==> src/rtl/matrix_loader_3x3_if.sv <==
// rtl/matrix_loader_3x3_if.sv - element stream in, packed 3x3 matrix out, for matrix_loader_3x3
interface matrix_loader_3x3_if;
    logic        in_valid;
    logic        in_ready;
    logic [7:0]  in_data;
    logic        in_last;
    logic        mat_valid;
    logic        mat_ready;
    logic [71:0] matriz_3x3;
    logic [3:0]  elem_count;
    logic        frame_err;

    modport master (
        output in_valid, in_data, in_last, mat_ready,
        input  in_ready, mat_valid, matriz_3x3, elem_count, frame_err
    );

    modport slave (
        input  in_valid, in_data, in_last, mat_ready,
        output in_ready, mat_valid, matriz_3x3, elem_count, frame_err
    );
endinterface

==> src/rtl/matrix_loader_3x3.sv <==
// rtl/matrix_loader_3x3.sv - assembles 9 row-major signed bytes into a double-buffered 3x3 matrix
module matrix_loader_3x3 (
    input  logic               clk,
    input  logic               rst_n,
    input  logic               clear,
    matrix_loader_3x3_if.slave bus
);
    logic [71:0] asm_buf;
    logic [71:0] out_reg;
    logic [3:0]  idx;
    logic        out_full;
    logic        err_q;
    logic        accept;
    logic        at_last;

    // The only stall is a completed assembly waiting on a held matrix.
    assign at_last        = (idx == 4'd8);
    assign bus.in_ready   = !(at_last && out_full);
    assign accept         = bus.in_valid && bus.in_ready;

    assign bus.mat_valid  = out_full;
    assign bus.matriz_3x3 = out_reg;
    assign bus.elem_count = idx;
    assign bus.frame_err  = err_q;

    always_ff @(posedge clk or negedge rst_n) begin
        if (!rst_n) begin
            asm_buf  <= '0;
            out_reg  <= '0;
            idx      <= '0;
            out_full <= 1'b0;
            err_q    <= 1'b0;
        end else if (clear) begin
            idx      <= '0;
            out_full <= 1'b0;
            err_q    <= 1'b0;
        end else begin
            err_q <= 1'b0;
            if (out_full && bus.mat_ready) begin
                out_full <= 1'b0;
            end
            if (accept) begin
                if (!at_last) begin
                    if (bus.in_last) begin
                        idx   <= '0;
                        err_q <= 1'b1;
                    end else begin
                        for (int i = 0; i < 8; i++) begin
                            if (idx == 4'(i)) begin
                                asm_buf[71-8*i -: 8] <= bus.in_data;
                            end
                        end
                        idx <= idx + 4'd1;
                    end
                end else begin
                    // Load cannot collide with a pop: in_ready is low here whenever out_full is set.
                    if (bus.in_last) begin
                        out_reg  <= {asm_buf[71:8], bus.in_data};
                        out_full <= 1'b1;
                    end else begin
                        err_q <= 1'b1;
                    end
                    idx <= '0;
                end
            end
        end
    end
endmodule

==> src/flat_wrapper.sv <==
// flat-port wrapper written by rule: the top's interface ports become plain ports
module matrix_loader_3x3_flat 
  (clk, rst_n, clear, bus_in_valid, bus_in_data, bus_in_last, bus_mat_ready, bus_in_ready, bus_mat_valid, bus_matriz_3x3, bus_elem_count, bus_frame_err);
  matrix_loader_3x3_if bus_i ();
  input  logic clk;
  input  logic rst_n;
  input  logic clear;
  input wire logic [$bits(bus_i.in_valid)-1:0] bus_in_valid;
  input wire logic [$bits(bus_i.in_data)-1:0] bus_in_data;
  input wire logic [$bits(bus_i.in_last)-1:0] bus_in_last;
  input wire logic [$bits(bus_i.mat_ready)-1:0] bus_mat_ready;
  output wire logic [$bits(bus_i.in_ready)-1:0] bus_in_ready;
  output wire logic [$bits(bus_i.mat_valid)-1:0] bus_mat_valid;
  output wire logic [$bits(bus_i.matriz_3x3)-1:0] bus_matriz_3x3;
  output wire logic [$bits(bus_i.elem_count)-1:0] bus_elem_count;
  output wire logic [$bits(bus_i.frame_err)-1:0] bus_frame_err;
  assign bus_i.in_valid = bus_in_valid;
  assign bus_i.in_data = bus_in_data;
  assign bus_i.in_last = bus_in_last;
  assign bus_i.mat_ready = bus_mat_ready;
  assign bus_in_ready = bus_i.in_ready;
  assign bus_mat_valid = bus_i.mat_valid;
  assign bus_matriz_3x3 = bus_i.matriz_3x3;
  assign bus_elem_count = bus_i.elem_count;
  assign bus_frame_err = bus_i.frame_err;
  matrix_loader_3x3 u_core (.clk(clk), .rst_n(rst_n), .clear(clear), .bus(bus_i));
endmodule
==> config.mk <==
export PLATFORM = sky130hd
export DESIGN_NAME = matrix_loader_3x3_flat
export DESIGN_NICKNAME = d
export VERILOG_FILES = /design/src/rtl/matrix_loader_3x3_if.sv /design/src/rtl/matrix_loader_3x3.sv /design/src/flat_wrapper.sv
export SDC_FILE = /design/constraint.sdc
export NUM_CORES = 1
export LEC_CHECK = 0
export CAP_MARGIN = 20
export CORE_MARGIN = 1
export CORE_UTILIZATION = 53
export DETAILED_ROUTE_END_ITERATION = 8
export PLACE_DENSITY = 0.88
export SLEW_MARGIN = 40
export SYNTH_ARGS = -nofsm -noshare
export SYNTH_HDL_FRONTEND = slang
export SYNTH_SLANG_ARGS = --single-unit
==> constraint.sdc <==
create_clock -name clk -period 2.2 [get_ports clk]
set_input_delay 0.22 -clock clk [delete_from_list [all_inputs] [get_ports clk]]
set_output_delay 0.22 -clock clk [all_outputs]
set_load 0.03 [all_outputs]
### Word-level counts from Yosys, hierarchy flattened

Index checks and enable logic that the tools add are counted.

| word-level totals | value |
|---|---|
| bits in latches | 0 |
| bits in read-only memories | 0 |
| flip-flop bits (word level) | 142 |
| memories | 0 |
| input port bits | 14 |
| RAM bits | 0 |
| output and inout port bits | 79 |
| word-level logic and storage cells | 53 |

| operators by class | value |
|---|---|
| multipliers | 0 |
| mux-type cells | 14 |
| shifts and indexed selects | 0 |
| $lt $le $gt $ge | 0 |
| $add $sub $neg | 1 |
| reductions and logical operators | 15 |
| equality and inequality tests | 8 |
| div/mod/pow operators | 0 |
| bitwise operators | 3 |

Operator list:

| operator | number |
|---|---|
| 5-bit AND reduction | 8 |
| 4-bit by 3-bit == test with 1-bit output (second input constant) | 4 |
| 4-bit 2-to-1 mux | 4 |
| 1-bit 2-to-1 mux | 10 |
| 4-bit by 2-bit == test with 1-bit output (second input constant) | 2 |
| 4-bit by 1-bit adder with 4-bit output (second input constant) | 1 |
| 4-bit by 1-bit == test with 1-bit output (second input constant) | 1 |
| 4-bit == test (second input constant) | 1 |
| 4-bit zero test | 1 |
| 4-bit AND reduction | 1 |
| 1-bit logical AND | 3 |
| 1-bit inverter | 3 |
| 2-bit nonzero test | 1 |
| 1-bit zero test | 1 |

### Longest topological paths before layout

| logic depth | value |
|---|---|
| word-level depth | 6 |
| gate-level depth with buffers | 7 |
| gate-level depth less buffers | 5 |

### Worst setup path after synthesis

Ideal clock, no wire load.

| path | value |
|---|---|
| path kind | register -> register |
| from | register u_core.idx[0] (netlist: u_core.bus.elem_count[0]) |
| to | register u_core.out_reg[0] (netlist: u_core.bus.matriz_3x3[0]) |
| data arrival time | 1.982 ns |
| slack | 0.093 ns |
| stages on the path, launching flop included | 8 |
| setup time | 0.125 ns |
| period minus slack after synthesis | 2.107 ns |
| path through | dfrtp_1 > inv_1 > ha_1 > nand3b_4 > nor4b_2 > buf_6 > buf_12 > mux2_4 |

| on the way | value |
|---|---|
| longest elaborated chain between the ends | 5 |

RTL lines:

| element | RTL line | RTL |
|---|---|---|
| start: declaration | matrix_loader_3x3.sv:10 | `logic [3:0] idx;` |
| start signal: assignment | matrix_loader_3x3.sv:53 | `idx <= idx + 4'd1;` |
| 4-bit == test (*) | matrix_loader_3x3.sv:17 | `assign at_last = (idx == 4'd8);` |
| 1-bit logical AND | matrix_loader_3x3.sv:18 | `assign bus.in_ready = !(at_last && out_full);` |
| 1-bit zero test | matrix_loader_3x3.sv:18 |  |
| 1-bit logical AND | matrix_loader_3x3.sv:19 | `assign accept = bus.in_valid && bus.in_ready;` |
| 4-bit AND reduction (no source line) (*) | - |  |
| end signal: assignment | matrix_loader_3x3.sv:58 | `out_reg <= {asm_buf[71:8], bus.in_data};` |
| end: declaration | matrix_loader_3x3.sv:9 | `logic [71:0] out_reg;` |

Mark *: on every way between the ends. The rest lies on a longest branch, timed or not.
A chain may end at the register's enable or synchronous reset.

### Final worst setup path

| path | value |
|---|---|
| from | register u_core.idx[2] (netlist: u_core.bus.elem_count[2]) |
| to | output bus_elem_count[2] |

RTL lines:

| element | RTL line | RTL |
|---|---|---|
| end: declaration | flat_wrapper.sv:15 | `output wire logic [$bits(bus_i.elem_count)-1:0] bus_elem_count;` |

No word-level cell between the ends.

==> impl_metrics.csv <==
group,metric,value,unit
run_status,status,"finished, final reports clean",
route,routed_via_density,5.48,
sta,min_period,2100,ps
sta,final_max_slew_viol_count,0,
floorplanning,dieWidth,107,um
finish,fin_area,7680,um^2
sta,tightestPinTransition,558,ps
global_routing,grtUsageTotal,0.242,
finish,final_cell_count_without_fillers,608,
finish,area_delta_synth_final,30.4,%
place,dp_hpwl,8.02,mm
worst_setup_path,timing.critical_path.to_type,"output pin",
floorplanning,floorplan.core_area,10800,um^2
sta,final.setup.tns,0,ps
yosys,yosys_register_bits,142,
finish,layout-drive-gt1-share,0.387,
place,placement.io_buffers,92,
clocking,cts.clk_slew.worst_paths,60,ps
sta,maxClockFrequency,477,MHz
route,vias,3333,
route,detail-route-antenna-nets,0,
yosys,synth.cell_area,5890,um^2
yosys,sequential_element_share_of_the_synthesized_area,0.603,
clocking,clock_tree_from_tritoncts,"done",
place,final_weighted_congestion_of_routability_driven_global_placement,0.805,
power,p_per_area,807,nW/um^2
sta,setup_repair_after_global_routing_missed_its_margin,"no",
floorplanning,die_area,11500,um^2
yosys,synth.lib_cells_used.distinct,32,
power,power.leakage,0.00364,uW
worst_setup_path,path_class,"register to output pin",
global_routing,grt-ovfl-total,0,
yosys,synth-edff-count,0,
worst_setup_path,timing.critical_path.arrival,1880,ps
global_routing,grt_pass1_vias,3669,
clocking,clock_sinks,142,
sta,max_slew_margin,0.627,
route,pre_repair_dr_iteration_count,4,
global_routing,grt_max_degree,66,
yosys,synth-main-ff-cell,"sky130_fd_sc_hd__dfrtp_1",
clocking,htreeDepth,4,
route,dr.first_iter.drc_count,120,
worst_setup_path,crit_buf_inv,2,
floorplanning,die_height,107,um
clocking,cts-root-buf,"sky130_fd_sc_hd__clkbuf_8",
floorplanning,initial_core_util,0.543,
sta,setup-violations-final,0,
place,place.detailed.instances,575,
yosys,syn_inst,340,
clocking,clock_path_buffers,2,
sta,final.setup_skew,7.22,ps
clocking,worstSkewPairLatency,530,ps
global_routing,grt_antenna_before_repair,0,
floorplanning,num_io_pins,93,
floorplanning,row_count,38,
route,drt_wl_total,12.6,mm
yosys,mean_syn_cell_area,17.3,um^2
worst_setup_path,worst-path-max-fanout,9,
yosys,syn-num-nets,358,
route,avgRoutedWirePerCell,20.8,um
finish,final_nets,473,
finish,final-seq-area,3550,um^2
clocking,tritoncts.num_buffers,17,
finish,ant_cells,0,
worst_setup_path,worst_path_largest_cell_delay,680,ps
yosys,ys_async_sr_fraction,1.00,
hold_path,hold_path_class,"input port to asynchronous set/reset pin",
finish,num-fill-cells,706,
sta,fin_crit_sh,0.952,
finish,multi_input_area,2150,um^2
clocking,post_cts_buffers,0,
worst_setup_path,critPathRequiredTime,1980,ps
global_routing,global_route_wire_length_before_repair,20.2,mm
worst_setup_path,kind_of_cell_adding_the_most_delay_to_the_critical_path,"buffers and inverters",
worst_setup_path,crit_path_cell_trace,"buf_4 -> clkdlybuf4s50_1",
yosys,yosysWarningCount,0,
worst_setup_path,critical_path.startpoint_type,"register",
power,irDropWorstVdd,0.513,mV
place,place_area,7030,um^2
worst_setup_path,worst_path_max_delay_cell,"sky130_fd_sc_hd__clkdlybuf4s50_1",
sta,finalHoldViolCount,0,
job,drv.max_cap_violation_count,0,
route,drt_drc_violations_left,0,
-- logic make-up (layout without fill, tap and decap cells) --
| group | Yosys count | count (layout) | synth area share |
|---|---|---|---|
| DFF | 142 | 142 | 0.603 |
| muxes | 136 | 136 | 0.305 |
| and+or+nand+nor | 28 | 28 | 0.0393 |
| buffers and inverters | 20 | 148 | 0.0342 |
| AOI/OAI and AO/OA | 10 | 10 | 0.00999 |
| adders and majority gates | 4 | 4 | 0.00850 |
-- what timing repair did --
action	4_1_cts	5_1_grt
hold endpoints to repair	49	0
endpoints found under the setup margin	1	1
hold buffers	1	0
resized for setup	3	3
-- synth_stat cells, types with 2 or more instances --
master                       n  area share
sky130_fd_sc_hd__dfrtp_1   142        0.60
sky130_fd_sc_hd__mux2_4     70        0.18
sky130_fd_sc_hd__mux2_2     56        0.11
sky130_fd_sc_hd__mux2_1     10       0.019
sky130_fd_sc_hd__buf_12      7       0.024
sky130_fd_sc_hd__a21oi_1     4      0.0034
sky130_fd_sc_hd__buf_2       4      0.0034
sky130_fd_sc_hd__clkbuf_1    4      0.0025
sky130_fd_sc_hd__ha_1        4      0.0085
sky130_fd_sc_hd__inv_1       4      0.0025
sky130_fd_sc_hd__nand2b_1    4      0.0042
sky130_fd_sc_hd__and3_1      3      0.0032
sky130_fd_sc_hd__nand4b_1    3      0.0045
sky130_fd_sc_hd__o21ai_0     3      0.0025
sky130_fd_sc_hd__and3b_1     2      0.0030
sky130_fd_sc_hd__nand2_1     2      0.0013
sky130_fd_sc_hd__nand3_1     2      0.0017
sky130_fd_sc_hd__nor2b_1     2      0.0021
-- cell usage in the layout (no fill, tap or decap), types with 2 or more instances in the layout --
cell                              synthesis  final
sky130_fd_sc_hd__nor2b_1                  2      2
sky130_fd_sc_hd__clkbuf_8                 0      4
sky130_fd_sc_hd__clkdlybuf4s50_1          0     90
sky130_fd_sc_hd__and3_1                   3      3
sky130_fd_sc_hd__nand2_1                  2      2
sky130_fd_sc_hd__mux2_2                  56     56
sky130_fd_sc_hd__clkbuf_16                0     16
sky130_fd_sc_hd__bufinv_16                0      5
sky130_fd_sc_hd__mux2_4                  70     70
sky130_fd_sc_hd__nand2b_1                 4      4
sky130_fd_sc_hd__dfrtp_1                142    142
sky130_fd_sc_hd__a21oi_1                  4      4
sky130_fd_sc_hd__ha_1                     4      3
sky130_fd_sc_hd__inv_1                    4      4
sky130_fd_sc_hd__clkbuf_1                 4      3
sky130_fd_sc_hd__o21ai_0                  3      3
sky130_fd_sc_hd__mux2_1                  10     10
sky130_fd_sc_hd__and3b_1                  2      2
sky130_fd_sc_hd__nand3_1                  2      2
sky130_fd_sc_hd__nand4b_1                 3      3
sky130_fd_sc_hd__nor4b_4                  1      2
sky130_fd_sc_hd__buf_4                    0     13
sky130_fd_sc_hd__buf_12                   7      6
-- layer usage --
metal | global-route usage | share of wire
met1 | 0.314 | 0.43
met2 | 0.386 | 0.50
met3 | 0.0642 | 0.051
met4 | 0.104 | 0.022
met5 | 0 | 0
-- where the power goes --
| part | switching, uW | internal (uW) |
|---|---|---|
| sequential | 60.9 | 2710 |
| combinational | 159 | 136 |
| clock | 1080 | 2050 |
| total | 1300 | 4900 |
-- through the flow --
step                      power, uW  worst slack (ps)  hold WS, ps  utilization
final                          6200               105          185        0.709
after global routing           6400              30.0          217        0.709
after CTS                      6230              20.9          201        0.709
after detailed placement       3110              35.3          193        0.648
after global placement         3080               125          182        0.648
after floorplan                2930              92.5        -75.6            -
-- worst paths after layout --
| kind | cells after the start | from | endpoint | slack [ps] |
|---|---|---|---|---|
| worst max-delay path | 2 | u_core.bus.elem_count[2] | bus_elem_count[2] | 100 |
| worst min-delay path | 2 | rst_n | u_core.bus.matriz_3x3[62] | 180 |
| worst max register to register | 6 | u_core.bus.elem_count[0] | u_core.bus.matriz_3x3[4] | 130 |
| worst min register to register | 1 | u_core.asm_buf[23] | u_core.bus.matriz_3x3[23] | 500 |
| max in group asynchronous | 3 | rst_n | u_core.bus.elem_count[2] | 1240 |
| min in group clk | 3 | bus_mat_ready | u_core.bus.mat_valid | 330 |
-- final cells by class --
cell class / count / area share
clock buffers: 23 / 0.0608
clock inverters: 9 / 0.0235
inverters: 4 / 0.00195
multi-input cells: 178 / 0.279
flip-flops and latches: 142 / 0.463
well taps: 140 / 0.0228
repair buffers: 112 / 0.149
-- flip-flops by register name, indices dropped and copies added, names as in the netlist --
name / flops
u_core.asm_buf: 64
u_core.bus.elem_count: 4
u_core.bus.frame_err: 1
u_core.bus.mat_valid: 1
u_core.bus.matriz_3x3: 72
(Power assumes the default switching activity.)
